$ cat src/rtl/spi_slave_frontend.sv
// SPI slave front-end: shifts 10-bit MOSI command words in to the RAM and shifts RAM read data out on MISO.
// Optional macro SPI_FRAME_ERR_EN adds the frame_err abort strobe.
module spi_slave_frontend #(
    parameter int WORD_W = 10,
    parameter int DATA_W = 8
) (
    input  logic              clk,
    input  logic              rst,
    input  logic              SS_n,
    input  logic              MOSI,
    output logic              MISO,
    output logic [WORD_W-1:0] rx_data,
    output logic              rx_valid,
    input  logic [DATA_W-1:0] tx_data,
    input  logic              tx_valid,
`ifdef SPI_FRAME_ERR_EN
    output logic              frame_err,
`endif
    output logic [2:0]        state_dbg,
    output logic              rd_flag_dbg
);

    // Handshake: rx_valid and tx_valid are single-cycle strobes without backpressure;
    // the receiver must take the data in the strobe cycle, there is no ready.
    typedef enum logic [2:0] {
        IDLE      = 3'd0,
        CHK_CMD   = 3'd1,
        WRITE     = 3'd2,
        READ_ADD  = 3'd3,
        READ_DATA = 3'd4
    } state_t;

    localparam int BCNT_W = $clog2(WORD_W + 1);
    localparam int TCNT_W = $clog2(DATA_W + 1);
    localparam logic [BCNT_W-1:0] BITS_LAST = BCNT_W'(WORD_W - 1);
    localparam logic [BCNT_W-1:0] BITS_ALL  = BCNT_W'(WORD_W);
    localparam logic [TCNT_W-1:0] TX_ALL    = TCNT_W'(DATA_W);

    state_t            state, next_state;
    logic [BCNT_W-1:0] bit_cnt;
    logic [WORD_W-1:0] rx_shift;
    logic [DATA_W-1:0] tx_shift;
    logic [TCNT_W-1:0] tx_cnt;
    logic              tx_busy, tx_done, rd_flag;
    logic              leaving, rx_active, tx_wait;

    assign state_dbg   = state;
    assign rd_flag_dbg = rd_flag;

    always_comb begin
        next_state = state;
        leaving    = (state != IDLE) && SS_n;
        rx_active  = ((state == WRITE) || (state == READ_ADD) || (state == READ_DATA))
                     && (bit_cnt != BITS_ALL);
        tx_wait    = (state == READ_DATA) && (bit_cnt == BITS_ALL) && !tx_busy && !tx_done;
        case (state)
            IDLE: begin
                if (!SS_n) next_state = CHK_CMD;
            end
            CHK_CMD: begin
                if (SS_n)         next_state = IDLE;
                else if (!MOSI)   next_state = WRITE;
                else if (!rd_flag) next_state = READ_ADD;
                else              next_state = READ_DATA;
            end
            default: begin
                if (SS_n) next_state = IDLE;
            end
        endcase
    end

    always_ff @(posedge clk) begin
        if (rst) state <= IDLE;
        else     state <= next_state;
    end

    always_ff @(posedge clk) begin
        if (rst) begin
            bit_cnt  <= '0;
            rx_shift <= '0;
            rx_data  <= '0;
            rx_valid <= 1'b0;
            tx_shift <= '0;
            tx_cnt   <= '0;
            tx_busy  <= 1'b0;
            tx_done  <= 1'b0;
            rd_flag  <= 1'b0;
            MISO     <= 1'b0;
        end else begin
            rx_valid <= 1'b0;
            if (leaving) begin
                // Frame end or abort; rd_flag deliberately survives an aborted read.
                bit_cnt <= '0;
                tx_cnt  <= '0;
                tx_busy <= 1'b0;
                tx_done <= 1'b0;
                MISO    <= 1'b0;
            end else if (state == CHK_CMD) begin
                rx_shift <= {{(WORD_W-1){1'b0}}, MOSI};
                bit_cnt  <= BCNT_W'(1);
            end else if (rx_active) begin
                rx_shift <= {rx_shift[WORD_W-2:0], MOSI};
                bit_cnt  <= bit_cnt + 1'b1;
                if (bit_cnt == BITS_LAST) begin
                    rx_data  <= {rx_shift[WORD_W-2:0], MOSI};
                    rx_valid <= 1'b1;
                    if (state == READ_ADD) rd_flag <= 1'b1;
                end
            end else if (tx_wait && tx_valid) begin
                MISO     <= tx_data[DATA_W-1];
                tx_shift <= {tx_data[DATA_W-2:0], 1'b0};
                tx_cnt   <= TCNT_W'(1);
                tx_busy  <= 1'b1;
            end else if (tx_busy) begin
                if (tx_cnt == TX_ALL) begin
                    MISO    <= 1'b0;
                    tx_busy <= 1'b0;
                    tx_done <= 1'b1;
                    rd_flag <= 1'b0;
                end else begin
                    MISO     <= tx_shift[DATA_W-1];
                    tx_shift <= {tx_shift[DATA_W-2:0], 1'b0};
                    tx_cnt   <= tx_cnt + 1'b1;
                end
            end
        end
    end

`ifdef SPI_FRAME_ERR_EN
    logic early_abort;

    // A frame is short if the command word is incomplete or read data is still owed.
    assign early_abort = (state == CHK_CMD) || rx_active || ((state == READ_DATA) && !tx_done);

    always_ff @(posedge clk) begin
        if (rst) frame_err <= 1'b0;
        else     frame_err <= leaving && early_abort;
    end
`endif

endmodule
$ cat config.mk
export PLATFORM = sky130hd
export DESIGN_NAME = spi_slave_frontend
export DESIGN_NICKNAME = d
export VERILOG_FILES = /design/src/rtl/spi_slave_frontend.sv
export SDC_FILE = /design/constraint.sdc
export NUM_CORES = 1
export LEC_CHECK = 0
export CORE_MARGIN = 3
export CORE_UTILIZATION = 48
export CTS_CLUSTER_SIZE = 12
export DETAILED_ROUTE_END_ITERATION = 8
export PLACE_DENSITY = 0.74
export SYNTH_ARGS = -nofsm -noshare
export SYNTH_HDL_FRONTEND = slang
export SYNTH_SLANG_ARGS = --single-unit
$ cat constraint.sdc
create_clock -name clk -period 1.8 [get_ports clk]
set_input_delay 0.54 -clock clk [delete_from_list [all_inputs] [get_ports clk]]
set_output_delay 0.54 -clock clk [all_outputs]
set_load 0.01 [all_outputs]
======== Yosys cells after proc, flatten, opt, wreduce, memory -nomap -nowiden ========
Cells that the tools add are included.
cells by class
  add/sub/neg operators ................... 2
  eq/ne operators ......................... 13
  multiplexer cells ....................... 29
  bitwise logic cells ..................... 4
  reduce and logical (&&, ||, !) cells .... 29
operators with widths
  cell                                                                      number
  8-bit 2-to-1 mux                                                          3
  9-bit 2-to-1 mux                                                          2
  1-bit 2-to-1 mux                                                          15
  3-bit 2-to-1 mux                                                          5
  4-bit == test (second input constant)                                     3
  4-bit 2-to-1 mux                                                          3
  5-bit AND reduction                                                       2
  4-bit by 1-bit adder with 4-bit output (second input constant)            2
  4-bit AND reduction                                                       2
  2-bit nonzero test                                                        4
  7-bit AND reduction                                                       1
  3-bit by 2-bit == test with 1-bit output (second input constant)          2
  1-bit logical AND                                                         6
  2-bit inequality test (second input constant)                             3
  3-bit one-hot mux with 2 select lines                                     1
  2-bit AND reduction                                                       3
  3-bit nonzero test                                                        2
  2-bit by 1-bit inequality test with 1-bit output (second input constant)  2
  4-bit inequality test (second input constant)                             1
  1-bit inverter                                                            4
  4-bit OR reduction                                                        1
  3-bit by 1-bit == test with 1-bit output (second input constant)          1
  3-bit == test (second input constant)                                     1
  3-bit logical NOT                                                         1
  5 further kinds                                                           7
word-level totals
  bits in registers ....................... 43
  input port bits ......................... 13
  logic and storage cells ................. 89

======== Longest topological paths before layout ========
  depth in word-level cells ............... 7
  depth in mapped cells ................... 8
  depth with buffers taken out ............ 6

======== Worst setup path after synthesis ========
No wires, ideal clock.
  kind .................................... register to register
  start point ............................. reg bit_cnt[0]
  end point ............................... reg rx_shift[3]
  arrival time ............................ 1,813 ps
  data required time ...................... 1,683 ps
  path slack .............................. -130 ps
  stages on the path, launching flop included .. 8
  buffers on the path ..................... 1
  cells stage by stage .................... dfxtp_1 > inv_1 > ha_1 > and3b_1 > clkbuf_1 > o31ai_2 > a21oi_1 > a22o_1
on the way
  cells in the longest elaborated chain, start to end .. 4
ends and longest elaborated chain
  item                           line  text
  start: declaration             40    logic [BCNT_W-1:0] bit_cnt;
  start signal: assignment       103   bit_cnt <= bit_cnt + 1'b1;
  4-bit inequality test          54    && (bit_cnt != BITS_ALL);
  1-bit logical AND              54
  2-bit nonzero test (no line)   n/a
  2-bit AND reduction (no line)  n/a
  end signal: assignment         99    rx_shift <= {{(WORD_W-1){1'b0}}, MOSI};
  end signal: assignment         102   rx_shift <= {rx_shift[WORD_W-2:0], MOSI};
  end: declaration               41    logic [WORD_W-1:0] rx_shift;
No other way between the ends.
A chain may end at the register's enable or synchronous reset.

======== Final worst setup path ========
  start point ............................. reg rd_flag (netlist: rd_flag_dbg)
  end point ............................... out rd_flag_dbg
RTL lines
  item                      line  text
  start: declaration        44    logic tx_busy, tx_done, rd_flag;
  start signal: assignment  87    rd_flag <= 1'b0;
  start signal: assignment  107   if (state == READ_ADD) rd_flag <= 1'b1;
  start signal: assignment  119   rd_flag <= 1'b0;
  end: declaration          20    output logic rd_flag_dbg
No word-level cell between the ends.

==> impl_metrics.py <==
metrics = {
    "sta": {
        "finalSetupViolCount": 0,
        "finalCritPeriodShare": 0.970,
        "timing_worst_slew_pin_value_ns": 0.486,
        "whs_ns": 0.476,
        "clock_skew_ns": 0.0114,
        "final-hold-violation-count": 0,
        "slew_viol_final": 0,
        "fin_crit_ns": 1.75,
        "max-slew-margin-rel": 0.675,
        "max_freq_mhz": 573,
    },
    "power_and_ir_drop": {
        "power_density_mw_per_mm2": 720,
        "peakVddDrop_mv": 0.524,
        "p_leak_nw": 1.02,
    },
    "die": {
        "die_area_mm2": 0.00510,
        "core_area_mm2": 0.00406,
        "fp-row-count": 23,
        "initial_core_util": 0.507,
        "io_pins": 29,
        "dieHeight_um": 71.4,
        "dieWidth_um": 71.4,
    },
    "synthesis": {
        "synthArstFlopShare": 0,
        "yosysTopAreaCellShare": 0.409,
        "synth_nets": 235,
        "ys.warnings.count": 0,
        "synth_area_leaders": "dfxtp_1 (41%), mux2i_1 (8.3%), nand2b_1 (6.1%)",
        "ys_seq_elements": 42,
        "yosysTopAreaCell": "dfxtp_1",
        "synth.most_common_cell": "dfxtp_1",
        "synth.avg_cell_area_um2": 9.47,
        "synthTopCellsByCount": "dfxtp_1 (42), nand2b_1 (20), mux2i_1 (17)",
        "synth-seq-area-share": 0.409,
        "yosys_most_used_dff": "dfxtp_1",
        "syn_inst": 217,
        "syn_area_mm2": 0.00206,
        "synth_edf_count": 0,
        "synthDistinctLibCells": 47,
    },
    "outcome": {
        "outcome": "finished, final reports clean",
    },
    "critical_path": {
        "cp_slowest_stage_delay_ns": 0.54,
        "end_kind": "output pin",
        "crit_slowest_cell": "clkdlybuf4s50_1",
        "path_buf_inv": 1,
        "path_class": "reg2out",
        "cp_max_fo": 5,
        "cpLargestDelayFamily": "buffers and inverters",
        "required_ns": 1.26,
        "worst_ep_arrival_time_ns": 1.21,
        "start_kind": "register",
        "cp_cell_sequence": "clkdlybuf4s50_1",
    },
    "grt": {
        "antenna_found_initial": 0,
        "grt_overflow": 0,
        "grt_max_degree": 18,
        "grt_pass1_wl_mm": 7.94,
        "grt_pass1_vias": 1669,
        "top_usage_layer": "met2",
        "met3_usage": 0.0379,
        "grtUsageTotal": 0.196,
        "grtUsageMet2": 0.289,
        "grt_use_met1": 0.284,
    },
    "placed_design": {
        "hpwl_mm": 3.39,
        "gp_congestion": 0.821,
        "port_buffers": 28,
        "dpl-instance-area_mm2": 0.00259,
    },
    "clock_network": {
        "cts_tree": "yes",
        "clk_latency_ns": 0.30,
        "cts_made_buffers": 5,
        "clockRootBuffer": "clkbuf_8",
        "clockBufferDepth": 2,
        "clkTransAtPathRegs_ns": 0.08,
        "hold_buffers": 0,
        "cts_sinks": 42,
        "htree_levels": 2,
    },
    "flow_run": {
        "cap_violations": 0,
    },
    "layout": {
        "drive_gt1_frac": 0.209,
        "design_area_mm2": 0.00275,
        "layout.nets": 290,
        "syn_to_final_growth_pct": 33.6,
        "diodes": 0,
    },
    "detailed_routing": {
        "dr_total_vias": 1843,
        "final_antenna_net_count": 0,
        "remaining_drc_errors": 0,
        "routed_wl_mm": 4.86,
        "drtIter0Drc": 91,
        "drtPass1Iterations": 4,
        "post_drt_via_cell_ratio": 5.71,
        "routedWlPerCell_um": 15.0,
    },
    "hold_path": {
        "hold_class": "reg2reg",
    },
}
[metrics by stage]
stage                     setup WS [ns]  setup TNS, ns  total power [mW]  std cells   util
after floorplan                  0.0155              0              1.12        217      -
final                            0.0540              0              1.98        323  0.677
after global placement           -0.514          -9.77              1.22        313  0.639
after global routing            -0.0164        -0.0389              2.05        323  0.677
after CTS                        0.0408              0              1.98        323  0.674
after detailed placement         -0.601         -10.42              1.23        313  0.639
[area by class of cell]
type                            instances  area, um2
Inverter                                9       33.8
Fill cell                             321       1310
Multi-Input combinational cell        154       1150
Tap cell                               50       62.6
Timing Repair Buffer                   60        538
Clock buffer                            5       68.8
Clock inverter                          3       43.8
Sequential cell                        42        853
[cells in the final DEF (no fill, tap or decap), types with 4 or more instances in the layout]
cell type	count
nand2b_1	20
o21ai_0	4
nor2_1	9
buf_4	28
ha_1	5
dlygate4sd2_1	5
nor3_1	4
clkbuf_8	5
mux2i_1	17
nand4_1	4
dfxtp_1	38
nand3_1	7
inv_1	9
a311oi_1	5
a22o_1	5
nand2_1	5
clkdlybuf4s50_1	23
a31oi_1	5
a21oi_1	16
[layer usage]
metal,vias up,part of all wire
met5,-,0
met2,36,0.44
met3,8,0.038
li1,910,-
met4,0,0.014
met1,889,0.50
[report_power, final]
group	switching (mW)	internal, mW
Sequential	0.0176	0.946
Combinational	0.125	0.131
Clock	0.343	0.416
[timing repair]
| item | in CTS | in global routing |
|---|---|---|
| gates resized for setup | 14 | 3 |
| pin swaps | 4 | 0 |
| setup endpoints to repair | 18 | 6 |
| endpoints found under the hold margin | 0 | 0 |
| buffers inserted | 2 | 0 |
[state kept, by name, indices dropped and copies added (netlist names), 3 cells and up]
| name | cells |
|---|---|
| bit_cnt | 4 |
| state_dbg | 3 |
| tx_cnt | 4 |
| rx_shift | 9 |
| tx_shift | 7 |
| rx_data | 10 |
[kinds of logic after synthesis]
| kind of cell | after synthesis | synth area share |
|---|---|---|
| compound gates | 55 | 0.197 |
| xor+xnor | 3 | 0.0128 |
| mux | 17 | 0.0828 |
| fa+ha+maj | 5 | 0.0304 |
| simple gates | 74 | 0.226 |
| buf+inv | 21 | 0.0426 |
| flops | 42 | 0.409 |
[final timing paths]
path,from,end,slack [ns],cells past startpoint
min,rx_data[5],rx_data[5],0.48,2
max,rd_flag_dbg,rd_flag_dbg,0.05,1
min reg2reg,rx_data[5],rx_data[5],0.48,2
max reg2reg,bit_cnt[0],tx_cnt[0],0.09,6
Note: power is estimated with default switching activity, not from simulation.
